## src/rtl/booth_div_3_pkg.sv

```systemverilog
// ============================================================================
// booth_div_3_pkg : shared widths, FSM encoding and saturation constants
// Rev 1.0
// ============================================================================
`default_nettype none

package booth_div_3_pkg;

  localparam int NW_DEF = 24;
  localparam int DW_DEF = 12;
  localparam int CW_DEF = 5;

  typedef enum logic [1:0] {
    IDLE = 2'd0,
    CALC = 2'd1,
    FIX  = 2'd2
  } state_t;

  localparam logic [NW_DEF-1:0] QMAX = 24'h7FFFFF;
  localparam logic [NW_DEF-1:0] QMIN = 24'h800000;

endpackage

`default_nettype wire

```

## src/rtl/booth_div_step_3.sv

```systemverilog
// ============================================================================
// booth_div_step_3 : one combinational restoring-division step
// Rev 1.0
// ============================================================================
`default_nettype none

module booth_div_step_3 #(
  parameter int DW = 12
) (
  input  logic [DW:0]   rem_in,
  input  logic          next_bit,
  input  logic [DW-1:0] dabs,
  output logic [DW:0]   rem_out,
  output logic          q_bit
);

  logic [DW:0]   shifted;
  logic [DW+1:0] trial;

  always_comb begin
    shifted = {rem_in[DW-1:0], next_bit};
    trial   = {1'b0, shifted} - {2'b00, dabs};
    // A set rem_in[DW] means the true shifted value exceeds any divisor.
    q_bit   = rem_in[DW] | ~trial[DW+1];
    rem_out = q_bit ? trial[DW:0] : shifted;
  end

endmodule

`default_nettype wire

```

## src/rtl/booth_div_3.sv

```systemverilog
// ============================================================================
// booth_div_3 : sequential signed restoring divider, fixed 25-cycle latency
// Rev 1.0
// ============================================================================
`default_nettype none

module booth_div_3
  import booth_div_3_pkg::*;
#(
  parameter int NW = NW_DEF,
  parameter int DW = DW_DEF,
  parameter int CW = CW_DEF
) (
  input  logic          clk,
  input  logic          rst,
  input  logic          en,
  input  logic [NW-1:0] dividend,
  input  logic [DW-1:0] divisor,
  output logic [NW-1:0] quotient,
  output logic [DW-1:0] remainder,
  output logic          busy,
  output logic          result_rdy,
  output logic          div_zero,
  output logic          ovf
);

  state_t        state, state_d;
  logic [CW-1:0] cnt;
  logic          sign_n, sign_d;
  logic          zero_q, ovf_q;
  logic [NW-1:0] qreg;
  logic [DW-1:0] dabs;
  logic [DW:0]   rem;

  logic [NW-1:0] nabs_in;
  logic [DW-1:0] dabs_in;
  logic [DW:0]   rem_next;
  logic          q_bit;
  logic          last_step;

  assign nabs_in   = dividend[NW-1] ? (~dividend + 1'b1) : dividend;
  assign dabs_in   = divisor[DW-1]  ? (~divisor  + 1'b1) : divisor;
  assign last_step = (cnt == CW'(NW-1));

  booth_div_step_3 #(.DW(DW)) u_step (
    .rem_in   (rem),
    .next_bit (qreg[NW-1]),
    .dabs     (dabs),
    .rem_out  (rem_next),
    .q_bit    (q_bit)
  );

  always_ff @(posedge clk or posedge rst) begin
    if (rst) state <= IDLE;
    else     state <= state_d;
  end

  always_comb begin
    state_d = state;
    case (state)
      IDLE:    if (en) state_d = CALC;
      CALC:    if (last_step) state_d = FIX;
      FIX:     state_d = IDLE;
      default: state_d = IDLE;
    endcase
  end

  always_ff @(posedge clk or posedge rst) begin
    if (rst) begin
      cnt        <= '0;
      sign_n     <= 1'b0;
      sign_d     <= 1'b0;
      zero_q     <= 1'b0;
      ovf_q      <= 1'b0;
      qreg       <= '0;
      dabs       <= '0;
      rem        <= '0;
      quotient   <= '0;
      remainder  <= '0;
      busy       <= 1'b0;
      result_rdy <= 1'b0;
      div_zero   <= 1'b0;
      ovf        <= 1'b0;
    end else begin
      result_rdy <= 1'b0;
      case (state)
        IDLE: begin
          if (en) begin
            sign_n <= dividend[NW-1];
            sign_d <= divisor[DW-1];
            qreg   <= nabs_in;
            dabs   <= dabs_in;
            rem    <= '0;
            cnt    <= '0;
            zero_q <= (divisor == '0);
            ovf_q  <= (dividend == QMIN) && (divisor == '1);
            busy   <= 1'b1;
          end
        end
        CALC: begin
          qreg <= {qreg[NW-2:0], q_bit};
          rem  <= rem_next;
          cnt  <= cnt + CW'(1);
        end
        FIX: begin
          // Divide-by-zero and the single overflow case both override the
          // iterated result with a saturated quotient and zero remainder.
          if (zero_q) begin
            quotient  <= sign_n ? QMIN : QMAX;
            remainder <= '0;
          end else if (ovf_q) begin
            quotient  <= QMAX;
            remainder <= '0;
          end else begin
            quotient  <= (sign_n ^ sign_d) ? (~qreg + 1'b1) : qreg;
            remainder <= sign_n ? (~rem[DW-1:0] + 1'b1) : rem[DW-1:0];
          end
          div_zero   <= zero_q;
          ovf        <= ovf_q;
          result_rdy <= 1'b1;
          busy       <= 1'b0;
        end
        default: ;
      endcase
    end
  end

endmodule

`default_nettype wire

```

## config.mk

```make
export PLATFORM = sky130hd
export DESIGN_NAME = booth_div_3
export DESIGN_NICKNAME = d
export VERILOG_FILES = /design/src/rtl/booth_div_3_pkg.sv /design/src/rtl/booth_div_step_3.sv /design/src/rtl/booth_div_3.sv
export SDC_FILE = /design/constraint.sdc
export NUM_CORES = 1
export LEC_CHECK = 0
export CORE_ASPECT_RATIO = 0.8
export CORE_MARGIN = 1
export CORE_UTILIZATION = 35
export DETAILED_ROUTE_END_ITERATION = 10
export GPL_TIMING_DRIVEN = 0
export SLEW_MARGIN = 25
export SYNTH_ARGS = -nofsm -noshare
export SYNTH_HDL_FRONTEND = slang
export SYNTH_SLANG_ARGS = --single-unit
```

## constraint.sdc

```tcl
create_clock -name clk -period 4.2 [get_ports clk]
set_input_delay 0.84 -clock clk [delete_from_list [all_inputs] [get_ports clk]]
set_output_delay 0.84 -clock clk [all_outputs]
set_load 0.1 [all_outputs]
```

After elaboration in Yosys (flattened, before gate mapping)
Index checks and enable logic that the tools add are counted.
Widths: inputs -> output; s select.
{"block": "totals", "output_inout_bits": 40, "word_cells": 66, "reg_bits": 100, "inputBits": 39}
{"block": "op_classes", "n_mux": 22, "add_sub_neg": 6, "n_eq_ne": 7, "reduce_logical": 9, "n_bitwise": 7}
{"op": "$mux 24", "count": 6}
{"op": "$add 24x1->24 const B", "count": 2}
{"op": "$mux 12", "count": 4}
{"op": "$not 24->24", "count": 2}
{"op": "$pmux 24 s2", "count": 1}
{"op": "$mux 13", "count": 2}
{"op": "$pmux 13 s2", "count": 1}
{"op": "$add 12x1->12 const B", "count": 2}
{"op": "$eq 24x24->1 const B", "count": 1}
{"op": "$not 12->12", "count": 2}
{"op": "$sub 13x12->14", "count": 1}
{"op": "$eq 12x12->1 const B", "count": 1}
{"op": "$logic_not 12->1", "count": 1}
{"op": "$pmux 5 s2", "count": 1}
{"op": "$reduce_and 2->1", "count": 4}
{"op": "$add 5x1->5 const B", "count": 1}
{"op": "$eq 5x5->1 const B", "count": 1}
{"op": "$mux 5", "count": 1}
{"op": "$mux 2", "count": 2}
{"op": "$ne 2x2->1 const B", "count": 2}
{"op": "$pmux 2 s2", "count": 1}
{"op": "$reduce_bool 2->1", "count": 2}
{"op": "$eq 2x1->1 const B", "count": 1}
{"op": "$eq 2x2->1 const B", "count": 1}
{"op": "7 further kinds", "count": 8}

Depth between registers and ports, before layout
{"block": "depth", "ltp_word": 5, "ltp_mapped": 10, "ltp_nobuf": 10}

Hierarchy
A second synthesis with hierarchy kept.
{"block": "unflattened", "hier_cells": 675, "area_unflattened_um2": 6115.9}
{"module": "booth_div_3", "seq_area_each_um2": 2502.4, "area_each_um2": 5328.9, "n_inst": 1, "cells_per_inst": 580}
{"module": "booth_div_step_3", "seq_area_each_um2": 0.0, "area_each_um2": 787.0, "n_inst": 1, "cells_per_inst": 95}

Worst setup path after synthesis
OpenSTA, ideal clock, no wires.
{"block": "synth_timing", "path_type": "register to register", "start": "register qreg[23]", "end": "register rem[12]", "setup_time_ns": 0.083, "t_arrival_ns": 2.336, "path_buffers": 0, "setup_slack_ns": 1.782, "stages_incl_launch_ff": 11, "synth_period_minus_slack_ns": 2.418, "required_ns": 4.117, "path_cell_list": "dfrtp_1 > inv_1 > ha_1 > inv_1 > fa_1 > a211oi_1 > o21ai_0 > a31oi_1 > nor3b_1 > or4_1 > o21ai_0"}
{"block": "synth_via", "elab_chain_len": 5}
{"element": "start: declaration", "line_no": "booth_div_3.sv:31", "text": "logic [NW-1:0] qreg;"}
{"element": "start signal: assignment", "line_no": "booth_div_3.sv:91", "text": "qreg <= nabs_in;"}
{"element": "start signal: assignment", "line_no": "booth_div_3.sv:101", "text": "qreg <= {qreg[NW-2:0], q_bit};"}
{"element": "$sub 13x12->14 (*)", "line_no": "booth_div_step_3.sv:22", "text": "trial = {1'b0, shifted} - {2'b00, dabs};"}
{"element": "$not 1->1", "line_no": "booth_div_step_3.sv:24", "text": "q_bit = rem_in[DW] | ~trial[DW+1];"}
{"element": "$or 1x1->1", "line_no": "booth_div_step_3.sv:24"}
{"element": "$mux 13 (*)", "line_no": "booth_div_step_3.sv:25", "text": "rem_out = q_bit ? trial[DW:0] : shifted;"}
{"element": "$pmux 13 s2 (*)", "line_no": "booth_div_3.sv:86", "text": "case (state)"}
{"element": "end signal: assignment", "line_no": "booth_div_3.sv:102", "text": "rem <= rem_next;"}
{"element": "end: declaration", "line_no": "booth_div_3.sv:33", "text": "logic [DW:0] rem;"}
Every way passes the cells marked *; elsewhere a longest branch is shown, timed or not.
A chain may end at the register's enable or synchronous reset.

Worst setup path after layout
Same ends and word-level chain as after synthesis.

==> flow_summary_export.csv <==
group,metric,value,unit
outcome,outcome,"finished, final reports clean",
final_layout,diodes,0,
setup_path,crit_chain,"inv_1, ha_1, inv_1, fa_1, a211oi_1, o21ai_0, a31oi_1, nor3b_1, or4_1, o21ai_0",
pwr,cellPowerDensity,718,nW/um^2
die,rows,43,
clock_tree,cts_made_buffers,9,
die,io_pins,79,
logic_synthesis,synth_compound_gate_area_share,24.5,%
timing,setup_viol,0,
logic_synthesis,synth_nets,743,
global_route,grt_overflow,0,
final_layout,seq_area,2500,sq um
setup_path,crit_slowest_cell,"or4_1",
timing,rsz0062_at_grt,"false",
logic_synthesis,syn_avg_cell_area,9.05,sq um
detailed_routing,firstDrtPassIters,5,
final_layout,multi_input_area,3420,sq um
die,core_area,17300,sq um
clock_tree,cts_tree,"done",
clock_tree,ctsHoldBuffers,0,
clock_tree,numClockSinks,100,
final_layout,finalNetCount,833,
logic_synthesis,netlist_instances,685,
logic_synthesis,synth_top_family_by_area,"compound AO/OA/AOI/OAI gates",
die,start_util,35.8,%
logic_synthesis,ys_seq_area_share,40.3,%
logic_synthesis,synthAdderAreaFrac,3.95,%
clock_tree,clk_latency,0.35,ns
place,dpl.hpwl,12800,um
logic_synthesis,synthArstFlopShare,100,%
clock_tree,clk_pin_slew_worst_paths,0.07,ns
die,die_x,151,um
setup_path,path_max_fanout,3,
logic_synthesis,yosysMostFrequentCell,"dfrtp_1",
global_route,grt_pass1_vias,4902,
final_layout,fin_area,7570,sq um
pwr,finalPower,5.44,mW
timing,maxSlewViolCount,0,
die,die_area,18300,sq um
detailed_routing,vias,5401,
logic_synthesis,synth_warnings,0,
final_layout,drive_gt1_share,6.16,%
place,place_congestion,0.818,
timing,post-route-period-util,65.7,%
detailed_routing,drc,0,
pwr,p_leak,3.04,nW
global_route,track_usage,19.0,%
setup_path,cp.arrival,3.03,ns
final_layout,num-fill-cells,1722,
detailed_routing,route.antenna.remaining_nets,0,
detailed_routing,wl_per_cell,16.3,um
detailed_routing,drt-initial-drc-count,381,
logic_synthesis,ys.flop_type,"dfrtp_1",
die,die_height,121,um
clock_tree,htree_levels,3,
logic_synthesis,synthSimpleGateAreaFrac,16.3,%
logic_synthesis,synth_seq_cells,100,
setup_path,max_stage_delay,0.46,ns
logic_synthesis,synth_top_area_cell,"dfrtp_1",
setup_path,cp-start-kind,"flop",
place,dpl_cell_area,7300,sq um
logic_synthesis,ys_types,67,
timing,worstMarginPinSlew,0.975,ns
timing,setup-tns-final,0,ns
timing,finalClockSkew,0.00725,ns
logic_synthesis,syn_area,6200,sq um
global_route,grt_pass1_wl,26900,um
hold_path,hold_path.class,"reg2reg",
logic_synthesis,synthMuxAreaShare,0.323,%
global_route,grt_max_degree,68,
detailed_routing,vias_per_cell,5.38,
clock_tree,root_buffer,"clkbuf_16",
global_route,antenna_found_initial,0,
clock_tree,post-cts-setup-buffers,0,
timing,hold_violations,0,
final_layout,area_growth,22.1,%
logic_synthesis,synth_xor_area_share,10.0,%
final_layout,post-route-util,43.7,%
timing,fmax,0.363,GHz
clock_tree,cts.path.max_buffers,2,
logic_synthesis,synth-edff-count,0,
timing,maxSlewHeadroom,34.8,%
setup_path,worst-setup-path-type,"reg2reg",
clock_tree,ctsResizeCount,0,
place,numPortBuffers,78,
job,maxCapViolCount,0,
logic_synthesis,synthTopCellsByCount,"100 x dfrtp_1, 83 x nand2_1, 79 x o21ai_0, 40 x a21oi_1, 38 x xor2_1",
timing,period_needed,2.76,ns
pwr,vdd_drop_max,0.224,mV
logic_synthesis,synth_top_area_share,40.3,%
setup_path,critPathRequiredTime,4.47,ns
detailed_routing,wirelength,16400,um
logic_synthesis,synth_area_leaders,"dfrtp_1 40%, o21ai_0 6.4%, xor2_1 5.4%",
setup_path,endpoint_kind,"flop",
## where the power goes
part | internal [mW] | switching (mW) | total [mW]
sequential | 1.28 | 0.385 | 1.66
combinational | 1.20 | 1.79 | 3.00
clock | 0.406 | 0.374 | 0.780
total | 2.89 | 2.55 | 5.44
## worst max-delay path, delay by kind of cell, from the launching register on
kind                       cells  cell delay [ns]
buffers and inverters          2             0.16
and+or+nand+nor                2             0.58
AOI/OAI and AO/OA              4             0.94
adders and majority gates      2             0.60
DFF                            1             0.40
## logic make-up after synthesis
family	after synthesis
adders and majority gates	19
AOI/OAI and AO/OA	231
and+or+nand+nor	191
muxes	2
buffers and inverters	71
DFF	100
xor gates and xnor gates	71
## sequential cells by signal, indices dropped and copies added, names as in the netlist, 2 cells and up
register / count
cnt: 5
rem: 13
dabs: 12
state: 2
qreg: 24
quotient: 24
remainder: 12
## worst paths after layout
path                           from            to  slack [ns]  cells past startpoint
max                        qreg[23]       rem[12]        1.44                     10
min reg2reg                div_zero      div_zero        0.48                      2
max reg2reg                qreg[23]       rem[12]        1.44                     10
min                        div_zero      div_zero        0.48                      2
max in group asynchronous       rst        zero_q        2.73                      3
min in group asynchronous       rst  remainder[6]        0.84                      2
## layout by cell type, fill, tap and decap left out, types with 4 or more instances in the layout
cell type / instances
nand2_1: 83
o22ai_1: 21
inv_1: 27
a31oi_1: 5
o41ai_2: 5
or3_1: 8
nand3_1: 6
clkbuf_16: 9
nand2b_1: 6
a22oi_1: 11
clkdlybuf4s50_1: 78
a21oi_1: 40
a22o_1: 12
nor2_1: 24
clkbuf_1: 34
nand4_1: 13
o21ai_0: 79
ha_1: 18
dfrtp_1: 100
a21o_1: 6
xor2_1: 38
o31ai_1: 16
xnor2_1: 33
and2_1: 6
buf_1: 4
or4_1: 8
nor3_1: 8
## per-stage QoR
step / hold WS, ns / cells / worst slack [ns]
2_1_floorplan: 0.450 / 685 / 0.741
3_3_place_gp: 0.460 / 988 / -0.816
3_5_place_dp: 0.468 / 989 / 1.07
4_1_cts: 0.485 / 1004 / 1.45
5_1_grt: 0.511 / 1004 / 1.24
6_report: 0.478 / 1004 / 1.44
## layout make-up
type | instances | area share [%]
Buffer | 42 | 2.23
Clock buffer | 9 | 2.97
Clock inverter | 6 | 0.645
Inverter | 29 | 1.50
Multi-Input combinational cell | 514 | 45.2
Sequential cell | 100 | 33.1
Tap cell | 225 | 3.72
Timing Repair Buffer | 79 | 10.7
## per-layer routing
| metal | share of wire (%) | GRT usage (%) |
|---|---|---|
| met1 | 55 | 31.6 |
| met2 | 38 | 24.8 |
| met3 | 6.5 | 3.53 |
| met4 | 0.63 | 3.50 |
| met5 | 0 | 0 |
Note: power is estimated with default switching activity, not from simulation.
